$ cat src/rtl/traffic_pkg.sv
// Shared definitions for the traffic-light timing blocks: FSM encoding, default sizes and
// the duration clamp used on load.
package traffic_pkg;

  typedef enum logic {
    StIdle = 1'b0,
    StRun  = 1'b1
  } timer_state_e;

  localparam int unsigned DefTickDiv = 100;
  localparam int unsigned DefCntW    = 7;
  localparam int unsigned DefMaxVal  = 99;
  localparam int unsigned DefWarnVal = 3;

  // Saturate a requested duration to the largest value the phase timer accepts.
  function automatic int unsigned clamp_val(input int unsigned val, input int unsigned max_val);
    return (val > max_val) ? max_val : val;
  endfunction

endpackage

$ cat src/rtl/tick_prescaler.sv
// Divides clk down to a one-second strobe; tick_pre is high on the last cycle of each second.
module tick_prescaler #(
  parameter int unsigned pTICK_DIV = 100
) (
  input  logic clk,
  input  logic rst_n,
  input  logic run,
  input  logic clr,
  output logic tick_pre
);

  localparam int unsigned PreW = (pTICK_DIV > 1) ? $clog2(pTICK_DIV) : 1;
  localparam logic [PreW-1:0] PreLast = PreW'(pTICK_DIV - 1);

  logic [PreW-1:0] pre_q;

  always_ff @(posedge clk or negedge rst_n) begin
    if (!rst_n) begin
      pre_q <= '0;
    end else if (clr) begin
      pre_q <= '0;
    end else if (run) begin
      if (pre_q == PreLast) begin
        pre_q <= '0;
      end else begin
        pre_q <= pre_q + PreW'(1);
      end
    end
  end

  // With a divider of 1, PreLast is 0 and every running cycle is a terminal count.
  assign tick_pre = run && (pre_q == PreLast);

endmodule

$ cat src/rtl/phase_timer.sv
// Per-phase seconds down-counter: loaded by the sequencing FSM, counts out whole seconds and
// flags the closing seconds of the phase for the display logic.
module phase_timer
  import traffic_pkg::*;
#(
  parameter int unsigned pTICK_DIV = DefTickDiv,
  parameter int unsigned pCNT_W    = DefCntW,
  parameter int unsigned pMAX_VAL  = DefMaxVal,
  parameter int unsigned pWARN_VAL = DefWarnVal
) (
  input  logic              clk,
  input  logic              rst_n,
  input  logic              en,
  input  logic              load,
  input  logic [pCNT_W-1:0] load_val,
  output logic [pCNT_W-1:0] count,
  output logic              tick,
  output logic              done,
  output logic              busy,
  output logic              last,
  output logic              pre_last,
  output logic              warn
);

  if (pTICK_DIV < 1) begin : g_bad_tick_div
    $error("phase_timer: pTICK_DIV must be at least 1");
  end
  if ((pMAX_VAL >> pCNT_W) != 0) begin : g_bad_max_val
    $error("phase_timer: pMAX_VAL does not fit in pCNT_W bits");
  end
  if (pWARN_VAL > pMAX_VAL) begin : g_bad_warn_val
    $error("phase_timer: pWARN_VAL must not exceed pMAX_VAL");
  end

  timer_state_e      state_q;
  logic [pCNT_W-1:0] count_q;
  logic              tick_q;
  logic              done_q;
  logic [pCNT_W-1:0] load_clamped;
  logic              pre_run;
  logic              pre_clr;
  logic              tick_pre;

  assign load_clamped = pCNT_W'(clamp_val(32'(load_val), pMAX_VAL));

  // The prescaler only advances while running unpaused; a load or idle parks it at phase 0.
  assign pre_run = (state_q == StRun) && en && !load;
  assign pre_clr = load || (state_q == StIdle);

  tick_prescaler #(
    .pTICK_DIV(pTICK_DIV)
  ) u_tick_prescaler (
    .clk     (clk),
    .rst_n   (rst_n),
    .run     (pre_run),
    .clr     (pre_clr),
    .tick_pre(tick_pre)
  );

  always_ff @(posedge clk or negedge rst_n) begin
    if (!rst_n) begin
      state_q <= StIdle;
      count_q <= '0;
      tick_q  <= 1'b0;
      done_q  <= 1'b0;
    end else begin
      tick_q <= 1'b0;
      done_q <= 1'b0;
      if (load) begin
        // A load wins over any tick this cycle, so a reload on the final second never completes.
        count_q <= load_clamped;
        state_q <= (load_clamped != '0) ? StRun : StIdle;
      end else if (state_q == StRun && tick_pre) begin
        tick_q <= 1'b1;
        if (count_q <= pCNT_W'(1)) begin
          count_q <= '0;
          done_q  <= 1'b1;
          state_q <= StIdle;
        end else begin
          count_q <= count_q - pCNT_W'(1);
        end
      end
    end
  end

  assign count    = count_q;
  assign tick     = tick_q;
  assign done     = done_q;
  assign busy     = (state_q == StRun);
  assign last     = busy && (count_q == pCNT_W'(1));
  assign pre_last = busy && (count_q == pCNT_W'(2));
  assign warn     = busy && (count_q != '0) && (count_q <= pCNT_W'(pWARN_VAL));

endmodule

$ cat config.mk
export PLATFORM = sky130hd
export DESIGN_NAME = phase_timer
export DESIGN_NICKNAME = d
export VERILOG_FILES = /design/src/rtl/traffic_pkg.sv /design/src/rtl/tick_prescaler.sv /design/src/rtl/phase_timer.sv
export SDC_FILE = /design/constraint.sdc
export NUM_CORES = 1
export LEC_CHECK = 0
export CAP_MARGIN = 30
export CELL_PAD_IN_SITES_DETAIL_PLACEMENT = 1
export CELL_PAD_IN_SITES_GLOBAL_PLACEMENT = 2
export CORE_MARGIN = 5
export CORE_UTILIZATION = 30
export CTS_CLUSTER_SIZE = 30
export DETAILED_ROUTE_END_ITERATION = 16
export GPL_ROUTABILITY_DRIVEN = 0
export GPL_TIMING_DRIVEN = 0
export PLACE_DENSITY = 0.79
export SETUP_SLACK_MARGIN = 0.15
export SKIP_LAST_GASP = 1
export SYNTH_ARGS = -nofsm -noshare
export SYNTH_HDL_FRONTEND = slang
export SYNTH_SLANG_ARGS = --single-unit
$ cat constraint.sdc
create_clock -name clk -period 1.8 [get_ports clk]
set_clock_uncertainty 0.2 [all_clocks]
set_input_delay 0.36 -clock clk [delete_from_list [all_inputs] [get_ports clk]]
set_output_delay 0.36 -clock clk [all_outputs]
set_load 0.02 [all_outputs]
Word level (Yosys, flattened, before mapping)
Cells that the tools add are included.
{ "classes": {"addsub": 2, "magnitude_cmp": 3, "eq_ne": 3, "mux": 16, "bitwise_logic": 1, "reduce_logical": 16} }
{ "ops": {"columns": ["operator", "n"], "rows": [
  ["7-bit 2-to-1 mux", 7],
  ["7-bit nonzero test", 2],
  ["1-bit 2-to-1 mux", 9],
  ["1-bit logical AND", 8],
  ["7-bit by 1-bit adder with 7-bit output (second input constant)", 1],
  ["7-bit by 1-bit == test with 1-bit output (second input constant)", 1],
  ["7-bit by 2-bit == test with 1-bit output (second input constant)", 1],
  ["7-bit == test (second input constant)", 1],
  ["7-bit greater-than comparator (second input constant)", 1],
  ["7-bit by 1-bit less-or-equal comparator with 1-bit output (second input constant)", 1],
  ["7-bit by 2-bit less-or-equal comparator with 1-bit output (second input constant)", 1],
  ["7-bit by 1-bit subtractor with 7-bit output (second input constant)", 1],
  ["2-bit nonzero test", 3],
  ["2-bit AND reduction", 1],
  ["1-bit zero test", 1],
  ["1-bit logical OR", 1],
  ["1-bit NOT", 1]
]} }
{ "word_totals": {"ff_bits": 17, "input_bits": 11} }

Depth between registers and ports, before layout
Gate-level depths: netlist of the first run.
{ "logic_depth": {"depth_word": 6, "depth_mapped": 6} }

By module
From an unflattened synthesis of the first run, not the netlist that was laid out.
{ "unflattened": {"cells_unflattened": 122, "hier_area_um2": 1109.8} }
{ "by_module_without_submodules": {"columns": ["mod", "instances", "cells_per_inst", "area_per_inst_um2", "seq_area_each_um2"], "rows": [
  ["phase_timer", 1, 80, 709.4, 250.2],
  ["tick_prescaler", 1, 42, 400.4, 175.2]
]} }

Worst setup path before layout of the first run
OpenSTA, ideal clock, no wires.
{ "synth_path": {"path_kind": "register to output", "from": "register count_q[0] (netlist: count[0])", "to": "output port warn", "arrival_ps": 1519, "t_required_ps": 1240, "setup_slack_ps": -279, "stages_incl_launch_ff": 4, "path_cell_list": "dfrtp_1 -> inv_1 -> ha_1 -> a311oi_1"} }
{ "synth_between": {"elab_chain_cells": 3, "word_cells_on_any_way": 4, "cone_classes": "order compare: 1; reduce/logical: 3"} }
{ "synth_rtl": {"columns": ["element", "line", "source"], "rows": [
  ["from (decl)", "phase_timer.sv:36", "logic [pCNT_W-1:0] count_q;"],
  ["from (signal assigned)", "phase_timer.sv:71", "count_q <= load_clamped;"],
  ["from (signal assigned)", "phase_timer.sv:80", "count_q <= count_q - pCNT_W'(1);"],
  ["parallel branches: the longest is 2 deep, another holds 7-bit by 2-bit less-or-equal comparator with 1-bit output", null, null],
  ["1-bit logical AND *", "phase_timer.sv:92", "assign warn = busy && (count_q != '0) && (count_q <= pCNT_W'(pWARN_VAL));"],
  ["to (decl)", "phase_timer.sv:22", "output logic warn"]
]} }
Mark *: on every way between the ends.

Final worst setup path of the first run
{ "layout_path": {"from": "register count_q[3] (netlist: count[3])", "to": "output port warn"} }
The elaborated chain is that of the path after synthesis.

==> results of run 1 <==
[worst paths after layout]
kind	from	to	slack, ns	cells after the start
min reg2reg	u_tick_prescaler.pre_q[3]$_DFFE_PN0P_	u_tick_prescaler.pre_q[3]$_DFFE_PN0P_	0.33	1
min in group asynchronous	rst_n	u_tick_prescaler.pre_q[2]$_DFFE_PN0P_	0.38	1
max	count[3]$_DFFE_PN0P_	warn	-0.21	4
min	u_tick_prescaler.pre_q[3]$_DFFE_PN0P_	u_tick_prescaler.pre_q[3]$_DFFE_PN0P_	0.33	1
max reg2reg	count[0]$_DFFE_PN0P_	count[4]$_DFFE_PN0P_	0.06	6
max in group asynchronous	rst_n	count[4]$_DFFE_PN0P_	0.46	1
[per-stage QoR]
stage	instances	utilization	instance area (sq um)
6_report	202	0.452	1640
2_1_floorplan	115	-	1150
3_5_place_dp	186	0.395	1440
4_1_cts	198	0.426	1550
3_3_place_gp	186	0.395	1440
5_1_grt	202	0.452	1640
[synthesized netlist by cell type]
| library cell | count |
|---|---|
| dfrtp_1 | 17 |
| nand2_1 | 12 |
| nor2_1 | 10 |
| o21ai_1 | 8 |
| inv_1 | 7 |
| ha_1 | 6 |
| nand3_1 | 3 |
| nand4_1 | 3 |
| o211ai_2 | 3 |
| xor2_1 | 3 |
| a21oi_1 | 2 |
| a311oi_1 | 2 |
| a31oi_1 | 2 |
| a32oi_1 | 2 |
| and3_1 | 2 |
| mux2i_1 | 2 |
| nand2b_1 | 2 |
| nor2b_1 | 2 |
| nor3_1 | 2 |
| nor4_1 | 2 |
| o21ai_0 | 2 |
| a211oi_1 | 1 |
| a21oi_2 | 1 |
| a21oi_4 | 1 |
| a22oi_1 | 1 |
| a31oi_4 | 1 |
| and2b_1 | 1 |
| and2b_4 | 1 |
| and3b_4 | 1 |
| and4_2 | 1 |
| and4bb_4 | 1 |
| buf_2 | 1 |
| clkinv_2 | 1 |
| mux2_2 | 1 |
| nand2_4 | 1 |
| nand3_4 | 1 |
| nand3b_1 | 1 |
| nor3_2 | 1 |
| o211ai_1 | 1 |
| o21bai_1 | 1 |
| o22ai_1 | 1 |
| o2bb2ai_1 | 1 |
[flip-flops by register name, indices dropped and copies added, names as in the netlist]
register / cells
count: 7
u_tick_prescaler.pre_q: 7
busy: 1
done: 1
tick: 1
[placed cells by master, fill, tap and decap left out, drive strengths merged, types with 2 or more instances in the layout]
cell type,Yosys,layout
buf,1,18
dfrtp,17,17
nand2,13,13
o21ai,10,10
nor2,10,10
clkdlybuf4s50,0,8
inv,7,7
ha,6,6
clkdlybuf4s15,0,5
dlygate4sd2,0,4
o211ai,4,4
clkbuf,0,4
nand3,4,4
a21oi,4,4
nand4,3,3
xor2,3,3
nor3,3,3
a31oi,3,3
clkinv,1,2
and3,2,2
nand2b,2,2
mux2i,2,2
nor4,2,2
a32oi,2,2
a311oi,2,2
and2b,2,2
nor2b,2,2
[per-layer routing]
layer  GRT usage  wire length, microns  up-vias
met3      0.0341                   102        2
met1       0.158                  1380      524
li1            -                     -      496
met4      0.0313                    14        0
met2       0.262                  1760       20
met5           0                     0        -
[worst reg2reg max path, stage by stage (launching register included)]
cell and delay [ns]:
dfrtp_2 0.46, buf_4 0.16, ha_2 0.17, o21bai_4 0.19
a31oi_4 0.25, a31oi_2 0.13, o22ai_1 0.11
[cell families (layout without fill, tap and decap cells)]
kind of cell	count (synthesis)	after routing	synth area share
buffers and inverters	9	48	0.0327
multiplexers	3	3	0.0282
AO/OA/AOI/OAI	30	30	0.213
AND/OR/NAND/NOR	47	47	0.251
flip-flops	17	17	0.383
XOR/XNOR	3	3	0.0237
adder cells (fa/ha/maj)	6	6	0.0676
[power by group]
group          internal, W  switching, W
Sequential        0.000408     0.0000386
Clock             0.000154      0.000146
Combinational     0.000159      0.000186
[layout make-up]
type,count,area share
multi-input combinational,89,0.456
timing repair buffer,35,0.193
tap,48,0.0366
buffer,1,0.00305
clock inverter,1,0.00305
sequential,17,0.264
clock buffer,3,0.0251
inverter,8,0.0190
[what timing repair did]
action	4_1_cts	5_1_grt
buffers inserted	8	4
setup endpoints to repair	26	17
resized for setup	42	24
hold endpoints to repair	0	0
pin swaps	9	7
==> qor.txt, run 1 <==
Slew @ Worst Pin - 0.826 ns
Hold buffer count at cts - 0
RSZ-0062 raised after global routing - true
Multi-input logic area - 749 sq um
Sequential Area - 434 sq um
Clk_lat worst skew - 0.26 ns
Yosys top cell area share - 0.383
Initial Utilization - 0.305
Final worst setup slack - -0.213 ns
Achievable Freq - 497 MHz
P_leak - 0.673 nW
Min Tclk post-route - 2.01 ns
Rows - 22
Number of port buffers - 23
Die H - 70.8 microns
Worst slack, placed - -0.603 ns
Max Slew Vio Count - 0
First-pass GRT wire length - 5620 microns
Initial antenna violation count - 0
CP max-delay cell - dfrtp_2
Drc violations - 0
Power Total - 0.00109 W
I/O pins - 24
Syn Std Cell Area - 1110 sq um
Worst-path maximum fanout - 3
Setup TNS - -0.603 ns
Vias/cell - 5.16
Die area - 5020 sq um
Final setup viols - 3
Rel. slew slack - 0.448
Area leader, netlist - dfrtp_1
Crit path kind - reg -> out
Pwr dens - 664 nW/um^2
Layout cells sized above 1 - 0.390
Hold slack - 0.328 ns
CP top delay family - flip-flops
Clk sink count - 17
CP arrival - 1.45 ns
Worst-path clk slew - 0.07 ns
Fin nets - 172
Sequential element share of the synthesized area - 0.383
Vias in the first global route - 1126
Number of diodes - 0
Worst IR Drop VDD - 0.331 mV
Bufs and invs on worst path - 1
Number of DRC markers in iteration 0 - 26
Cell at the root of the clock tree - clkbuf_8
Final period util - 1.12
Post-Syn Instances - 115
Drt total wl - 3260 microns
CP cell instances - nor3_4, nand3_4, a311oi_4, buf_6
Crit. End Element - primary output
CTS tree - built
Hold Fails Final Rpt - 0
Drt wl/cell - 16.1 microns
Overall routing resource usage - 0.140
Area Growth Syn to Fin - 48.0%
# H-tree levels - 1
Max_cap viols - 0
Congestion Overflow GR - 0
Largest net degree at the start of global routing - 18
CTS Buffer Depth - 2
Synthesized area per cell - 9.65 sq um
Worst hold-check path type - reg -> reg
Failing checks - setup timing
Num CTS Buffers - 3
Fillers - 443
Run status - finished with violations
Yosys reg bits - 17
DP Wirelength - 2320 microns
Netlist cell types - 42
WP data required - 1.24 ns
Post-DRT Antenna Nets - 0
Ys Warns - 0
Largest cells by area after synthesis - dfrtp_1 (38%), ha_1 (6.8%), nand2_1 (4.1%)
First-pass DRT Iterations - 4
Syn nets - 132
Area of the core - 3630 sq um
Die outline width - 70.8 microns
Vias - 1042
Max stage delay on crit path - 0.42 ns
Crit start category - register
Note: power is estimated with default switching activity, not from simulation.
==> run 2, diff against run 1 <==
--- a/config.mk
+++ b/config.mk
@@ -15,7 +15,7 @@
 export GPL_ROUTABILITY_DRIVEN = 0
 export GPL_TIMING_DRIVEN = 0
 export PLACE_DENSITY = 0.79
-export SETUP_SLACK_MARGIN = 0.15
+export SETUP_SLACK_MARGIN = 0.05
 export SKIP_LAST_GASP = 1
 export SYNTH_ARGS = -nofsm -noshare
 export SYNTH_HDL_FRONTEND = slang
==> qor.txt, run 2 (synthesis results as in run 1) <==
Crit path kind - reg -> out (unchanged)
Number of DRC markers in iteration 0 - 15 (was 26)
# H-tree levels - 1 (unchanged)
Rel. slew slack - 0.453 (was 0.448)
Number of diodes - 0 (unchanged)
Initial Utilization - 0.305 (unchanged)
Initial antenna violation count - 0 (unchanged)
Worst hold-check path type - reg -> reg (unchanged)
Crit start category - register (unchanged)
Non-Filler Instances - 199 (was 202)
Area Growth Syn to Fin - 43.4% (was 48.0%)
Die outline width - 70.8 microns (unchanged)
Drt total wl - 3110 microns (was 3260 microns)
Worst-path maximum fanout - 3 (unchanged)
Placed cell area - 1420 sq um (was 1440 sq um)
Failing checks - setup timing (unchanged)
Max_cap viols - 0 (unchanged)
Worst IR Drop VDD - 0.361 mV (was 0.331 mV)
DP Wirelength - 2290 microns (was 2320 microns)
WP data required - 1.24 ns (about the same)
Switching fraction of total power - 0.326 (was 0.340)
CTS Buffer Depth - 2 (unchanged)
End of the worst hold path - u_tick_prescaler.pre_q[5]$_DFFE_PN0P_ (was u_tick_prescaler.pre_q[3]$_DFFE_PN0P_)
RR Endpoint - count[4]$_DFFE_PN0P_ (unchanged)
Vias/cell - 5.25 (was 5.16)
Most frequent cells in the layout - nand2_1 (12), dfrtp_1 (11), dlygate4sd2_1 (10), buf_4 (10) (was nand2_1 (12), buf_4 (11), dfrtp_1 (10))
Die area - 5020 sq um (unchanged)
Area of the core - 3630 sq um (unchanged)
Post-DRT Antenna Nets - 0 (unchanged)
HP Start - u_tick_prescaler.pre_q[5]$_DFFE_PN0P_ (was u_tick_prescaler.pre_q[3]$_DFFE_PN0P_)
RR Startpoint - count[0]$_DFFE_PN0P_ (unchanged)
Final setup viols - 3 (unchanged)
I/O pins - 24 (unchanged)
Die H - 70.8 microns (unchanged)
Min Tclk post-route - 2.01 ns (about the same)
Drc violations - 0 (unchanged)
Crit. End Element - primary output (unchanged)
Bufs and invs on worst path - 1 (unchanged)
Fillers - 436 (was 443)
Layout cells sized above 1 - 0.311 (was 0.390)
Clock power frac - 0.279 (was 0.275)
Achievable Freq - 497 MHz (about the same)
Run status - finished with violations (unchanged)
Final worst setup slack - -0.212 ns (was -0.213 ns)
Max Slew Vio Count - 0 (unchanged)
Rows - 22 (unchanged)
Hold buffer count at cts - 0 (unchanged)
Hold Crit Depth - 1 (unchanged)
Congestion Overflow GR - 0 (unchanged)
Hold slack - 0.330 ns (was 0.328 ns)
Vias - 1044 (was 1042)
Overall routing resource usage - 0.131 (was 0.140)
Psw - 0.000341 W (was 0.000371 W)
Num CTS Buffers - 3 (unchanged)
First-pass DRT Iterations - 4 (unchanged)
Max stage delay on crit path - 0.43 ns (was 0.42 ns)
R2R setup slack - 0.01 ns (was 0.06 ns)
Pwr dens - 657 nW/um^2 (was 664 nW/um^2)
Largest net degree at the start of global routing - 18 (unchanged)
Pint - 0.000704 W (was 0.000720 W)
Setup TNS - -0.514 ns (was -0.603 ns)
Reg power frac - 0.425 (was 0.409)
Design area - 1590 sq um (was 1640 sq um)
CP arrival - 1.45 ns (about the same)
Slew @ Worst Pin - 0.818 ns (was 0.826 ns)
CTS tree - built (unchanged)
Drt wl/cell - 15.6 microns (was 16.1 microns)
P_leak - 0.684 nW (was 0.673 nW)
Worst-path clk slew - 0.07 ns (about the same)
Vias in the first global route - 1166 (was 1126)
Worst reg-to-reg path cell count - 6 (unchanged)
CP top delay family - flip-flops (unchanged)
Final period util - 1.12 (about the same)
Cell at the root of the clock tree - clkbuf_8 (unchanged)
Hold Fails Final Rpt - 0 (unchanged)
Gate power share - 0.296 (was 0.316)
First-pass GRT wire length - 5460 microns (was 5620 microns)
Clk sink count - 17 (unchanged)
Fin nets - 169 (was 172)
CP max-delay cell - dfrtp_2 (unchanged)
Clk_lat worst skew - 0.25 ns (was 0.26 ns)
Number of port buffers - 23 (unchanged)
DP Cell Count - 186 (unchanged)
RSZ-0062 raised after global routing - true (unchanged)
CP cell instances - nor3_4, nand3_2, a311oi_4, buf_6 (was nor3_4, nand3_4, a311oi_4, buf_6)
Most common cell after layout, fill and taps aside - nand2_1 (unchanged)
[run 2: repair_timing]
item,in CTS,in global routing
buffers inserted,7,2
resized for setup,36,10
endpoints found under the setup margin,20,12
gates cloned,0,0
pin swaps,3,5
[run 2: metal layers]
layer	GRT usage	share of wire	vias up
li1	-	-	496
met1	0.159	0.45	511
met2	0.236	0.50	35
met3	0.0398	0.047	2
met4	0.0104	0.0026	0
met5	0	0	-
[run 2: through the flow]
stage | worst slack, ns | utilization | power (W)
6_report | -0.212 | 0.438 | 0.00105
5_1_grt | -0.264 | 0.438 | 0.00111
4_1_cts | -0.226 | 0.424 | 0.00104
3_5_place_dp | -0.698 | 0.391 | 0.000712
3_3_place_gp | -0.717 | 0.391 | 0.000709
2_1_floorplan | -0.0805 | - | 0.000593
[run 2: final cells by class]
cell class,instances,area (sq um),share of cell area
inverter,8,31.3,0.0197
timing repair buffer,32,290,0.182
buffer,1,5.00,0.00314
tap,48,60.1,0.0377
sequential,17,433,0.272
clock buffer,4,45.0,0.0283
multi-input combinational,89,727,0.457
[run 2: worst max-delay path by stage]
stage	startpoint	end	slack [ns]	depth (start not counted)
after floorplan	count[3]$_DFFE_PN0P_	warn	-0.08	3
after global placement	count[3]$_DFFE_PN0P_	warn	-0.72	4
after detailed placement	count[3]$_DFFE_PN0P_	warn	-0.70	4
after CTS	count[5]$_DFFE_PN0P_	warn	-0.23	4
after global routing	count[4]$_DFFE_PN0P_	warn	-0.26	4
final	count[4]$_DFFE_PN0P_	warn	-0.21	4
[run 2: power groups by stage]
stage | Combinational [W] | Clock (W) | Sequential (W)
2_1_floorplan | 0.000123 | 0 | 0.000470
3_3_place_gp | 0.000256 | 0 | 0.000453
3_5_place_dp | 0.000259 | 0 | 0.000454
4_1_cts | 0.000298 | 0.000303 | 0.000442
5_1_grt | 0.000340 | 0.000319 | 0.000449
6_report | 0.000310 | 0.000291 | 0.000444
==> run 3, diff against run 2 <==
--- a/config.mk
+++ b/config.mk
@@ -15,7 +15,7 @@
 export GPL_ROUTABILITY_DRIVEN = 0
 export GPL_TIMING_DRIVEN = 0
 export PLACE_DENSITY = 0.79
-export SETUP_SLACK_MARGIN = 0.05
+export SETUP_SLACK_MARGIN = 0.02
 export SKIP_LAST_GASP = 1
 export SYNTH_ARGS = -nofsm -noshare
 export SYNTH_HDL_FRONTEND = slang
==> qor.txt, run 3 (synthesis results as in run 1) <==
Run status - finished with violations (unchanged)
Failing checks - setup timing (unchanged)
Initial antenna violation count - 0 (unchanged)
Worst reg-to-reg path cell count - 6 (unchanged)
Layout cells sized above 1 - 0.305 (was 0.311)
Num CTS Buffers - 3 (unchanged)
Rel. slew slack - 0.451 (was 0.453)
Number of port buffers - 23 (unchanged)
R2R setup slack - -0.02 ns (was 0.01 ns)
Hold buffer count at cts - 0 (unchanged)
P_leak - 0.660 nW (was 0.684 nW)
Final period util - 1.12 (about the same)
Vias - 1042 (was 1044)
Final setup viols - 4 (was 3)
Max_cap viols - 0 (unchanged)
WP data required - 1.24 ns (about the same)
Max Slew Vio Count - 0 (unchanged)
CP top delay family - flip-flops (unchanged)
Post-DRT Antenna Nets - 0 (unchanged)
Worst hold-check path type - reg -> reg (unchanged)
Achievable Freq - 497 MHz (about the same)
# H-tree levels - 1 (unchanged)
Crit. End Element - primary output (unchanged)
Logic depth of the worst path, buffers included - 4 (unchanged)
CTS Buffer Depth - 2 (unchanged)
Vias in the first global route - 1166 (unchanged)
Pwr dens - 659 nW/um^2 (was 657 nW/um^2)
Area Growth Syn to Fin - 42.4% (was 43.4%)
Sequential Area - 433 sq um (unchanged)
Number of diodes - 0 (unchanged)
Crit path kind - reg -> out (unchanged)
Rows - 22 (unchanged)
Most common cell after layout, fill and taps aside - nand2_1 (unchanged)
Final worst setup slack - -0.212 ns (about the same)
Vias/cell - 5.24 (was 5.25)
Min Tclk post-route - 2.01 ns (about the same)
Drc violations - 0 (unchanged)
RSZ-0062 raised after global routing - true (unchanged)
Cell at the root of the clock tree - clkbuf_8 (unchanged)
Slew @ Worst Pin - 0.821 ns (was 0.818 ns)
Drt wl/cell - 15.7 microns (was 15.6 microns)
I/O pins - 24 (unchanged)
Max stage delay on crit path - 0.43 ns (about the same)
Drt total wl - 3120 microns (was 3110 microns)
Congestion Overflow GR - 0 (unchanged)
Die outline width - 70.8 microns (unchanged)
Die area - 5020 sq um (unchanged)
Die H - 70.8 microns (unchanged)
Area of the core - 3630 sq um (unchanged)
Largest net degree at the start of global routing - 18 (unchanged)
Worst-path maximum fanout - 3 (unchanged)
Overall routing resource usage - 0.131 (unchanged)
Most frequent cells in the layout - nand2_1 (12), dfrtp_1 (11), clkdlybuf4s50_1 (10), buf_4 (10), dlygate4sd2_1 (9) (was nand2_1 (12), dfrtp_1 (11), dlygate4sd2_1 (10), buf_4 (10))
Worst-path clk slew - 0.07 ns (about the same)
Setup TNS - -0.531 ns (was -0.514 ns)
Hold Fails Final Rpt - 0 (unchanged)
Clk sink count - 17 (unchanged)
First-pass GRT wire length - 5460 microns (unchanged)
Number of DRC markers in iteration 0 - 30 (was 15)
CP max-delay cell - dfrtp_2 (unchanged)
Worst IR Drop VDD - 0.362 mV (was 0.361 mV)
DP Wirelength - 2290 microns (unchanged)
Utilization after layout - 0.435 (was 0.438)
Hold slack - 0.330 ns (about the same)
Fin nets - 169 (unchanged)
Initial Utilization - 0.305 (unchanged)
CP arrival - 1.45 ns (about the same)
CTS tree - built (unchanged)
Power Total - 0.00104 W (was 0.00105 W)
Hold Crit Depth - 1 (unchanged)
Crit start category - register (unchanged)
Bufs and invs on worst path - 1 (unchanged)
Multi-input logic area - 717 sq um (was 727 sq um)
CP cell instances - nor3_4, nand3_2, a311oi_4, buf_6 (unchanged)
Non-Filler Instances - 199 (unchanged)
First-pass DRT Iterations - 4 (unchanged)
Fillers - 436 (unchanged)
DP Cell Count - 186 (unchanged)
Clk_lat worst skew - 0.25 ns (about the same)
==> run 3: where the power goes <==
group	leakage [nW]	internal, W	switching [W]
Clock	0.0228	0.000157	0.000135
Combinational	0.423	0.000137	0.000168
Sequential	0.215	0.000408	0.0000362
Total	0.660	0.000702	0.000339
==> run 3: repair_timing <==
action / 4_1_cts / 5_1_grt
pin swaps: 3 / 2
setup buffers: 7 / 2
gates resized for setup: 35 / 7
endpoints found under the hold margin: 0 / 0
endpoints found under the setup margin: 19 / 8
==> run 3: area by class of cell <==
| class | count | share of cell area |
|---|---|---|
| Clock buffer | 4 | 0.0285 |
| Buffer | 1 | 0.00317 |
| Timing Repair Buffer | 32 | 0.183 |
| Sequential cell | 17 | 0.274 |
| Inverter | 8 | 0.0198 |
| Tap cell | 48 | 0.0380 |
| Multi-Input combinational cell | 89 | 0.454 |
==> run 3: per-layer routing <==
layer  up-vias  global-route usage  part of all wire
li1        493                   -                 -
met1       508               0.159              0.44
met2        37               0.236              0.50
met3         4              0.0398             0.051
met4         0              0.0104            0.0039
met5         -                   0                 0
==> run 3: worst reg2reg max path, stage by stage (launching register included) <==
cell and delay (ns):
dfrtp_2 0.44, buf_4 0.17, ha_1 0.22, o21bai_2 0.22, a31oi_2 0.24, a31oi_1 0.13, o22ai_1 0.13
==> run 3: final timing paths <==
kind,from,to
worst max-delay path,count[4]$_DFFE_PN0P_,warn
worst min-delay path,u_tick_prescaler.pre_q[5]$_DFFE_PN0P_,u_tick_prescaler.pre_q[5]$_DFFE_PN0P_
worst max register to register,count[0]$_DFFE_PN0P_,count[4]$_DFFE_PN0P_
worst min register to register,u_tick_prescaler.pre_q[5]$_DFFE_PN0P_,u_tick_prescaler.pre_q[5]$_DFFE_PN0P_
max in group asynchronous,rst_n,count[5]$_DFFE_PN0P_
min in group asynchronous,rst_n,count[6]$_DFFE_PN0P_
==> run 3: stage by stage <==
| stage | instance area [sq um] | setup slack [ns] |
|---|---|---|
| 2_1_floorplan | 1130 | -0.0805 |
| 3_3_place_gp | 1420 | -0.717 |
| 3_5_place_dp | 1420 | -0.698 |
| 4_1_cts | 1540 | -0.226 |
| 5_1_grt | 1580 | -0.264 |
| 6_report | 1580 | -0.212 |
